--- src/rtl/i2c_reg_bank_pkg.sv ---
// i2c_reg_bank_pkg: register map addresses, STATUS bit indices and reset values for i2c_reg_bank.
package i2c_reg_bank_pkg;
   localparam logic [7:0] ADDR_ID       = 8'h00;
   localparam logic [7:0] ADDR_CTRL     = 8'h01;
   localparam logic [7:0] ADDR_STATUS   = 8'h02;
   localparam logic [7:0] ADDR_LEVEL    = 8'h03;
   localparam logic [7:0] ADDR_MBOX     = 8'h04;
   localparam logic [7:0] ADDR_IRQ_MASK = 8'h05;
   localparam logic [7:0] ADDR_GP_BASE  = 8'h08;
   localparam int STATUS_TX_OVF = 0;
   localparam int STATUS_RX_UNF = 1;
   localparam logic [7:0]  CTRL_RST     = 8'h00;
   localparam logic [7:0]  STATUS_RST   = 8'h00;
   localparam logic [7:0]  IRQ_MASK_RST = 8'h00;
   localparam logic [63:0] GP_RST       = 64'h0;
endpackage

--- src/rtl/i2c_reg_bank_byte_fifo.sv ---
// byte_fifo: DEPTH-entry byte FIFO with registered full/empty/level; a pop frees room for a same-cycle push.
module byte_fifo #(
   parameter int DEPTH = 8
) (
   input  logic       clk,
   input  logic       rst,
   input  logic       push,
   input  logic       pop,
   input  logic [7:0] din,
   output logic       full,
   output logic       empty,
   output logic [3:0] level,
   output logic [7:0] head
);
   localparam int PW = $clog2(DEPTH);
   logic [7:0]    mem [DEPTH];
   logic [PW-1:0] wr_ptr, rd_ptr;
   logic          do_push, do_pop;
   logic [3:0]    level_nxt;
   always_comb begin
      do_pop    = pop & ~empty;
      do_push   = push & (~full | do_pop);
      level_nxt = level + {3'b0, do_push} - {3'b0, do_pop};
      head      = empty ? 8'h00 : mem[rd_ptr];
   end
   always_ff @(posedge clk)
      if (do_push) mem[wr_ptr] <= din;
   always_ff @(posedge clk)
      if (rst) begin
         wr_ptr <= '0;
         rd_ptr <= '0;
         level  <= 4'd0;
         empty  <= 1'b1;
         full   <= 1'b0;
      end else begin
         wr_ptr <= do_push ? wr_ptr + 1'b1 : wr_ptr;
         rd_ptr <= do_pop ? rd_ptr + 1'b1 : rd_ptr;
         level  <= level_nxt;
         empty  <= level_nxt == 4'd0;
         full   <= level_nxt == 4'(DEPTH);
      end
endmodule

--- src/rtl/i2c_reg_bank.sv ---
// i2c_reg_bank: I2C slave register bank with CTRL/GP/STATUS registers and TX/RX byte mailboxes.
// Define I2C_REG_BANK_IRQ_EN to add the IRQ_MASK register at 0x05 and the irq output.
module i2c_reg_bank
   import i2c_reg_bank_pkg::*;
#(
   parameter logic [7:0] ID_VALUE   = 8'hA5,
   parameter int         FIFO_DEPTH = 8
) (
   input  logic        clk,
   input  logic        rst,
   input  logic [7:0]  addr,
   input  logic        wen,
   input  logic [7:0]  wdata,
   input  logic        rdata_used,
   output logic [7:0]  rdata,
   output logic [7:0]  ctrl_o,
   output logic [63:0] gp_o,
   input  logic [7:0]  status_set_i,
   output logic        tx_valid,
   output logic [7:0]  tx_data,
   input  logic        tx_ready,
   input  logic        rx_valid,
   input  logic [7:0]  rx_data,
   output logic        rx_ready
`ifdef I2C_REG_BANK_IRQ_EN
   ,
   output logic        irq
`endif
);
   logic [7:0] status, status_set, status_clr, rd_nxt, irq_rd, rx_head;
   logic [3:0] tx_level, rx_level;
   logic       tx_full, tx_empty, rx_full, rx_empty;
   logic       mbox, gp_sel, tx_push, tx_pop, rx_pop, unused_ok;
   always_comb begin
      mbox       = addr == ADDR_MBOX;
      gp_sel     = addr[7:3] == ADDR_GP_BASE[7:3];
      tx_push    = wen & mbox;
      tx_pop     = tx_ready & ~tx_empty;
      rx_pop     = rdata_used & mbox & ~rx_empty;
      tx_valid   = ~tx_empty;
      rx_ready   = ~rx_full;
      unused_ok  = ^status_set_i[1:0];
      status_set = {status_set_i[7:2], rdata_used & mbox & rx_empty, tx_push & tx_full & ~tx_pop};
      status_clr = wen && addr == ADDR_STATUS ? wdata : 8'h00;
      rd_nxt     = addr == ADDR_ID       ? ID_VALUE :
                   addr == ADDR_CTRL     ? ctrl_o :
                   addr == ADDR_STATUS   ? status :
                   addr == ADDR_LEVEL    ? {tx_level, rx_level} :
                   addr == ADDR_MBOX     ? rx_head :
                   addr == ADDR_IRQ_MASK ? irq_rd :
                   gp_sel                ? gp_o[{addr[2:0], 3'b000} +: 8] : 8'h00;
   end
   always_ff @(posedge clk)
      if (rst) begin
         rdata  <= 8'h00;
         ctrl_o <= CTRL_RST;
         gp_o   <= GP_RST;
         status <= STATUS_RST;
      end else begin
         rdata  <= rd_nxt;
         ctrl_o <= wen && addr == ADDR_CTRL ? wdata : ctrl_o;
         if (wen && gp_sel) gp_o[{addr[2:0], 3'b000} +: 8] <= wdata;
         // set is OR-ed in after the clear so a same-cycle event survives W1C
         status <= (status & ~status_clr) | status_set;
      end
`ifdef I2C_REG_BANK_IRQ_EN
   logic [7:0] irq_mask;
   always_ff @(posedge clk)
      if (rst) begin
         irq_mask <= IRQ_MASK_RST;
         irq      <= 1'b0;
      end else begin
         irq_mask <= wen && addr == ADDR_IRQ_MASK ? wdata : irq_mask;
         irq      <= |(status & irq_mask);
      end
   assign irq_rd = irq_mask;
`else
   assign irq_rd = 8'h00;
`endif
   byte_fifo #(.DEPTH(FIFO_DEPTH)) u_tx (
      .clk(clk), .rst(rst), .push(tx_push), .pop(tx_pop), .din(wdata),
      .full(tx_full), .empty(tx_empty), .level(tx_level), .head(tx_data)
   );
   byte_fifo #(.DEPTH(FIFO_DEPTH)) u_rx (
      .clk(clk), .rst(rst), .push(rx_valid), .pop(rx_pop), .din(rx_data),
      .full(rx_full), .empty(rx_empty), .level(rx_level), .head(rx_head)
   );
endmodule

--- config.mk ---
export PLATFORM = sky130hd
export DESIGN_NAME = i2c_reg_bank
export DESIGN_NICKNAME = d
export VERILOG_FILES = /design/src/rtl/i2c_reg_bank_pkg.sv /design/src/rtl/i2c_reg_bank_byte_fifo.sv /design/src/rtl/i2c_reg_bank.sv
export SDC_FILE = /design/constraint.sdc
export NUM_CORES = 1
export LEC_CHECK = 0
export ABC_AREA = 1
export BUFFER_PORTS_ARGS = -buffer_cell sky130_fd_sc_hd__buf_2
export CORE_MARGIN = 2
export CORE_UTILIZATION = 45
export CTS_CLUSTER_DIAMETER = 80
export DETAILED_ROUTE_END_ITERATION = 16
export PLACE_DENSITY = 0.68
export SLEW_MARGIN = 25
export SYNTH_ARGS = -nofsm -noshare
export SYNTH_HDL_FRONTEND = slang
export SYNTH_HIERARCHICAL = 1
export SYNTH_SLANG_ARGS = --single-unit
--- constraint.sdc ---
create_clock -name clk -period 3.05 [get_ports clk]
set_input_delay 0 -clock clk [delete_from_list [all_inputs] [get_ports clk]]
set_output_delay 0 -clock clk [all_outputs]
set_load 0.05 [all_outputs]
Word-level counts from Yosys, hierarchy flattened --
Memories as Yosys holds them, arrays and structs flattened. A register that Yosys moved wholly into a read port is not among the register bits. Cells that the tools add are included.
Word-level totals: logic and storage cells 84, output and inout bits 90, RAM bits 128, register bits 112, memories 2, bits of input ports 38
Cells by class: reduce and logical (&&, ||, !) cells 7, eq/ne operators 8, shift-type cells 3, multiplexer cells 19, bitwise operators 21, $add $sub $neg 9
Memories:
- u_rx.mem | words 8, width 8, rd ports 1, clocked after memory_dff 1, write ports 1, line i2c_reg_bank_byte_fifo.sv:16 | logic [7:0] mem [DEPTH];
- u_tx.mem | words 8, width 8, rd ports 1, clocked after memory_dff 1, write ports 1, line i2c_reg_bank_byte_fifo.sv:16
Operator list (count):
- $mux 8 | 10
- $bwmux 64 | 1
- $shift 8x8->64 const A | 1
- $shiftx 64x7->8 | 1
- $shiftx 8x8->64 | 1
- $eq 8x2->1 const B | 2
- $eq 8x3->1 const B | 2
- $add 3x1->3 const B | 4
- $mux 3 | 4
- $and 1x1->1 | 11
- $add 4x1->4 | 2
- $and 8x8->8 | 1
- $eq 4x4->1 const B | 2
- $eq 8x1->1 const B | 1
- $logic_not 4->1 | 2
- $logic_not 8->1 | 1
- $neg 6->8 | 1
- $not 8->8 | 1
- $or 8x8->8 | 1
- $sub 4x1->4 | 2
- $eq 5x1->1 const B | 1
- $not 1->1 | 5
- $mux 1 | 4
- $logic_and 1x1->1 | 3
- 2 further kinds | 3

Longest topological paths before layout --
depth after elaboration 9, mapped depth 20, mapped depth without buffers 18

Hierarchy --
The synthesis kept the hierarchy.
By module, submodules not included:
- byte_fifo | area an instance 3324.4 um^2, cells an instance 328, instances 2, seq. area each 2222.1 um^2
- i2c_reg_bank | area an instance 4506.8 um^2, cells an instance 634, instances 1, seq. area each 1761.7 um^2

Least setup slack after synthesis --
OpenSTA, ideal clock, no wires.
kind input port to flip-flop, start point in addr[0], end point reg u_rx.empty, slack 0.250 ns, required time 2.980 ns, path buffers 2, cell stages on the path 18, library setup time 0.070 ns, arrival time 2.730 ns, cells stage by stage inv_2 -> buf_2 -> buf_2 -> ha_1 -> nand3_1 -> nor2_2 -> nand2_1 -> nor2_1 -> nand2_2 -> nand2_1 -> nand2_2 -> ha_1 -> inv_1 -> ha_1 -> fa_1 -> xnor2_1 -> nand3_1 -> o21bai_1
Between the ends: longest elaborated chain between the ends 9
Ends and longest elaborated chain:
- start: declaration | line i2c_reg_bank.sv:11 | input logic [7:0] addr,
- $eq 8x3->1 * | line i2c_reg_bank.sv:35 | mbox = addr == ADDR_MBOX;
- $and 1x1->1 * (2 in series) | line i2c_reg_bank.sv:39 | rx_pop = rdata_used & mbox & ~rx_empty;
- via rx_pop | line i2c_reg_bank.sv:33 | logic mbox, gp_sel, tx_push, tx_pop, rx_pop, unused_ok;
- $and 1x1->1 * | line i2c_reg_bank_byte_fifo.sv:21 | do_pop = pop & ~empty;
- $or 1x1->1 | line i2c_reg_bank_byte_fifo.sv:22 | do_push = push & (~full | do_pop);
- $and 1x1->1 | line i2c_reg_bank_byte_fifo.sv:22
- $add 4x1->4 | line i2c_reg_bank_byte_fifo.sv:23 | level_nxt = level + {3'b0, do_push} - {3'b0, do_pop};
- $sub 4x1->4 * | line i2c_reg_bank_byte_fifo.sv:23
- $logic_not 4->1 * | line i2c_reg_bank_byte_fifo.sv:39 | empty <= level_nxt == 4'd0;
- end signal: assignment | line i2c_reg_bank_byte_fifo.sv:33 | empty <= 1'b1;
- end signal: assignment | line i2c_reg_bank_byte_fifo.sv:39
- end: declaration | line i2c_reg_bank_byte_fifo.sv:11 | output logic empty,
Mark *: on every way through the listed nets, which the timed path passes. The rest lies on a longest branch. A chain may end at the register's enable or synchronous reset.

Worst setup path in the final report --
start point in addr[3], end point reg u_tx.empty
Between the ends: longest elaborated chain between the ends 6
Ends and longest elaborated chain:
- $eq 8x3->1 | line i2c_reg_bank.sv:35
- $and 1x1->1 | line i2c_reg_bank.sv:37 | tx_push = wen & mbox;
- via tx_push | line i2c_reg_bank.sv:33
- $and 1x1->1 | line i2c_reg_bank_byte_fifo.sv:22
- $add 4x1->4 | line i2c_reg_bank_byte_fifo.sv:23
- $sub 4x1->4 | line i2c_reg_bank_byte_fifo.sv:23
- $logic_not 4->1 | line i2c_reg_bank_byte_fifo.sv:39
- end signal: assignment | line i2c_reg_bank_byte_fifo.sv:33
- end signal: assignment | line i2c_reg_bank_byte_fifo.sv:39
- end: declaration | line i2c_reg_bank_byte_fifo.sv:11
The timed path passes the listed nets, and every way through them passes these cells.

==> metrics.txt <==
most frequent cell after synthesis=nor2_1; max-cap viol count=0; Crit. Startpoint=addr[3]; Avg Cell Area, Syn=roughly 8.6 um^2; synth top area cells=edfxtp_1, dfxtp_1, nor2_1, nand2_1, inv_1; Yosys Warn Count=6; H-tree Lvls=1; Clock Pin Slew Worst Setup and Hold Paths=0.06 ns; worst reg2reg path depth=13; DRT iter0 DRCs=944; pin count of the biggest net entering global routing=54; Power Dens Cells=553 nW/um^2; top post-synthesis cells by count=nor2_1, nand2_1, inv_1; Arr. time, crit path=3.02 ns; CTS tree=yes; Initial Util=0.459; reg2reg end=u_tx/empty$_SDFF_PP1_; Critical Path Sink Type=flop; synthesized cell area=approximately 11000 um^2; Sequential Power Share=0.495; Fillers=2216; Seq/Total Area, Yosys=0.556; DP HPWL=20300 um; DRT antenna net count=0; Max Slew Vio Count=0; Critical Path End=u_tx/empty$_SDFF_PP1_; DRC violations left=0; status=complete, no violations; Post-synth top flop=edfxtp_1; cells along the critical path=dlygate4sd3_1, buf_2, inv_1, nand3_1, nor3_1, nand2_2, ha_1, inv_1, ha_1, fa_1, xnor2_1, nand3_1, o21bai_1; EDFF count, synth=128; critical path class=primary input to flop; clk buf depth=3; ys async rst share=0; Die X=161 um; TritonCTS Buffers=25; switching part of the total=0.235; Psw=~1700 uW; routed len/inst=16.3 um; Via density=5.14; syn_nets=1348; leading area contributor after synthesis=edfxtp_1; Final Hold Viols=0; VDD IR max=between 0.4 and 0.5 mV; clock root buffer master=clkbuf_16; Die Y=161 um; Period minus WS final=2.58 ns; Final Cell Area=between 10000 and 15000 um^2; final non-filler cell total=1787; Total GRT Usage=0.222; slowest stage delay, CP=0.53 ns; cts repair resizes=0; worst slew pin tran=0.825 ns; share of cells above drive strength 1=0.154; Placed Cells=between 1500 and 2000; flop and latch count out of synthesis=about 250; fin nets=around 1500; Comb pwr share=0.090; clk_lat worst skew=around 0.53 ns; Final GP Congestion=0.924; die area=26100 um^2; period utilisation layout=0.847; P_leak=0.00562 uW; Min-Delay Path Class=primary input to flop; P_int=5580 uW; final wirelength=around 29000 um; CTS sink cnt=246; area grow syn2layout=18.3%; setup slack, reg-to-reg=0.74 ns; number of global-route vias before repair=8601; Required @ worst endpoint=3.49 ns; Final TNS setup=0 ns; slew margin rel.=0.448; r2r startpoint=u_tx/empty$_SDFF_PP1_; startpoint types=primary input; num rows=57; port bufs=125; Fmax=387 MHz; top cell type's share of synthesized area=0.345; synthesized instance count=approximately 1300; Final Skew=roughly 0.032 ns; RSZ-0062 raised after global routing=false; global-route wire length before repair=46000 um; area of the core=24300 um^2; clock share of power=0.415; CP max stage cell=dlygate4sd3_1; I/O pins=~130; worst-case hold slack=0.0373 ns; number of diodes=0; dpl cell area=around 12000 um^2; DR vias=9191; First-pass DRT Iterations=6; final setup fails=0; Max FO, Critical Path=6; Netlist cell types=40; initial antenna violation count=0; gr ovfl total=0
## power groups by stage
stage	sequential [uW]	clock [uW]	combinational [uW]
2_1_floorplan	3680	0	413
3_3_place_gp	3680	0	608
3_5_place_dp	3680	0	619
4_1_cts	3610	3080	653
5_1_grt	3620	3210	740
6_report	3610	3020	656
## critical path: cells and delay by family
kind / cells / cell delay (ns)
AND/OR/NAND/NOR: 4 / 0.93
buffers and inverters: 4 / 0.82
adder cells (fa/ha/maj): 3 / 0.93
XOR/XNOR: 1 / 0.20
AO/OA/AOI/OAI: 1 / 0.14
## what timing repair did
item                                    in CTS  in global routing
endpoints found under the setup margin       0                  0
hold endpoints to repair                   173                  0
hold buffers                                31                  0
setup buffers                                0                  0
## metal layers
layer  vias to the layer above  global-route usage  share of wire
li1                       4533                   -              -
met1                      4280               0.315           0.45
met5                         -                   0              0
met4                         0              0.0698          0.026
met2                       326               0.356           0.45
met3                        52              0.0293          0.066
## cells in the final DEF (no fill, tap or decap), types with 3 or more instances in the layout
cell           netlist  layout
nor2_1             213     213
nand2_1            193     193
inv_1              165     165
edfxtp_1           128     128
buf_2               25     125
o21ai_0            123     123
dfxtp_1            118     118
a21oi_1            113     113
nand3_1             81      81
dlygate4sd3_1        0      31
clkbuf_16            0      25
buf_4                3      24
ha_1                18      18
nor3_1              11      11
inv_2                8       8
o21ai_1              8       8
a211oi_2             7       7
clkbuf_1            17       7
nor2_2               6       6
clkinv_1             1       5
clkbuf_8             0       5
a22oi_1              4       4
nand4_1              4       4
nand2_2              4       4
xor2_1               4       4
nand2_4              3       3
nand4_2              3       3
## flip-flops by register name (all words and copies together) (netlist names), named ones only
| register | count |
|---|---|
| u_tx/rd_ptr | 3 |
| u_tx/wr_ptr | 3 |
| u_tx/level | 4 |
| u_rx/rd_ptr | 3 |
| u_rx/wr_ptr | 3 |
| u_rx/level | 4 |
| u_tx/full | 1 |
| u_rx/mem | 64 |
| ctrl_o | 8 |
| status | 8 |
| gp_o | 64 |
| u_tx/mem | 64 |
| u_tx/empty | 1 |
| rdata | 8 |
| u_rx/full | 1 |
| u_rx/empty | 1 |
## worst min path at each step
stage / start / to / slack [ns] / cells past startpoint
floorplan: rx_data[0] / u_rx/mem[0][0]$_DFFE_PP_ / 0.1 / 0
global placement: status_set_i[7] / status[7]$_SDFF_PP0_ / 0.27 / 3
detailed placement: status_set_i[7] / status[7]$_SDFF_PP0_ / 0.27 / 3
CTS: addr[4] / status[0]$_SDFF_PP0_ / 0.01 / 6
global route: addr[4] / status[0]$_SDFF_PP0_ / 0.05 / 6
finish: addr[4] / status[0]$_SDFF_PP0_ / 0.04 / 6
## cell families after synthesis
| family | synth area share |
|---|---|
| compound gates | 0.126 |
| xor+xnor | 0.00471 |
| fa+ha+maj | 0.0238 |
| buf+inv | 0.0852 |
| flops | 0.556 |
| simple gates | 0.204 |
## per-stage QoR
stage | total power (uW) | utilization | setup slack (ns)
2_1_floorplan | 4090 | - | 0.250
3_3_place_gp | 4290 | 0.496 | 0.486
3_5_place_dp | 4300 | 0.496 | 0.408
4_1_cts | 7340 | 0.543 | 0.500
5_1_grt | 7570 | 0.543 | 0.291
6_report | 7290 | 0.543 | 0.468
## layout make-up
class / instances / area (um^2) / share of cell area
inverter: 174 / 653 / 0.0495
sequential: 246 / 6210 / 0.470
clock buffer: 37 / 721 / 0.0546
tap: 324 / 405 / 0.0307
timing repair buffer: 180 / 1120 / 0.0846
multi-input combinational: 817 / 4000 / 0.303
clock inverter: 9 / 96.3 / 0.00730
No activity file was read; power rests on OpenSTA's default activity.
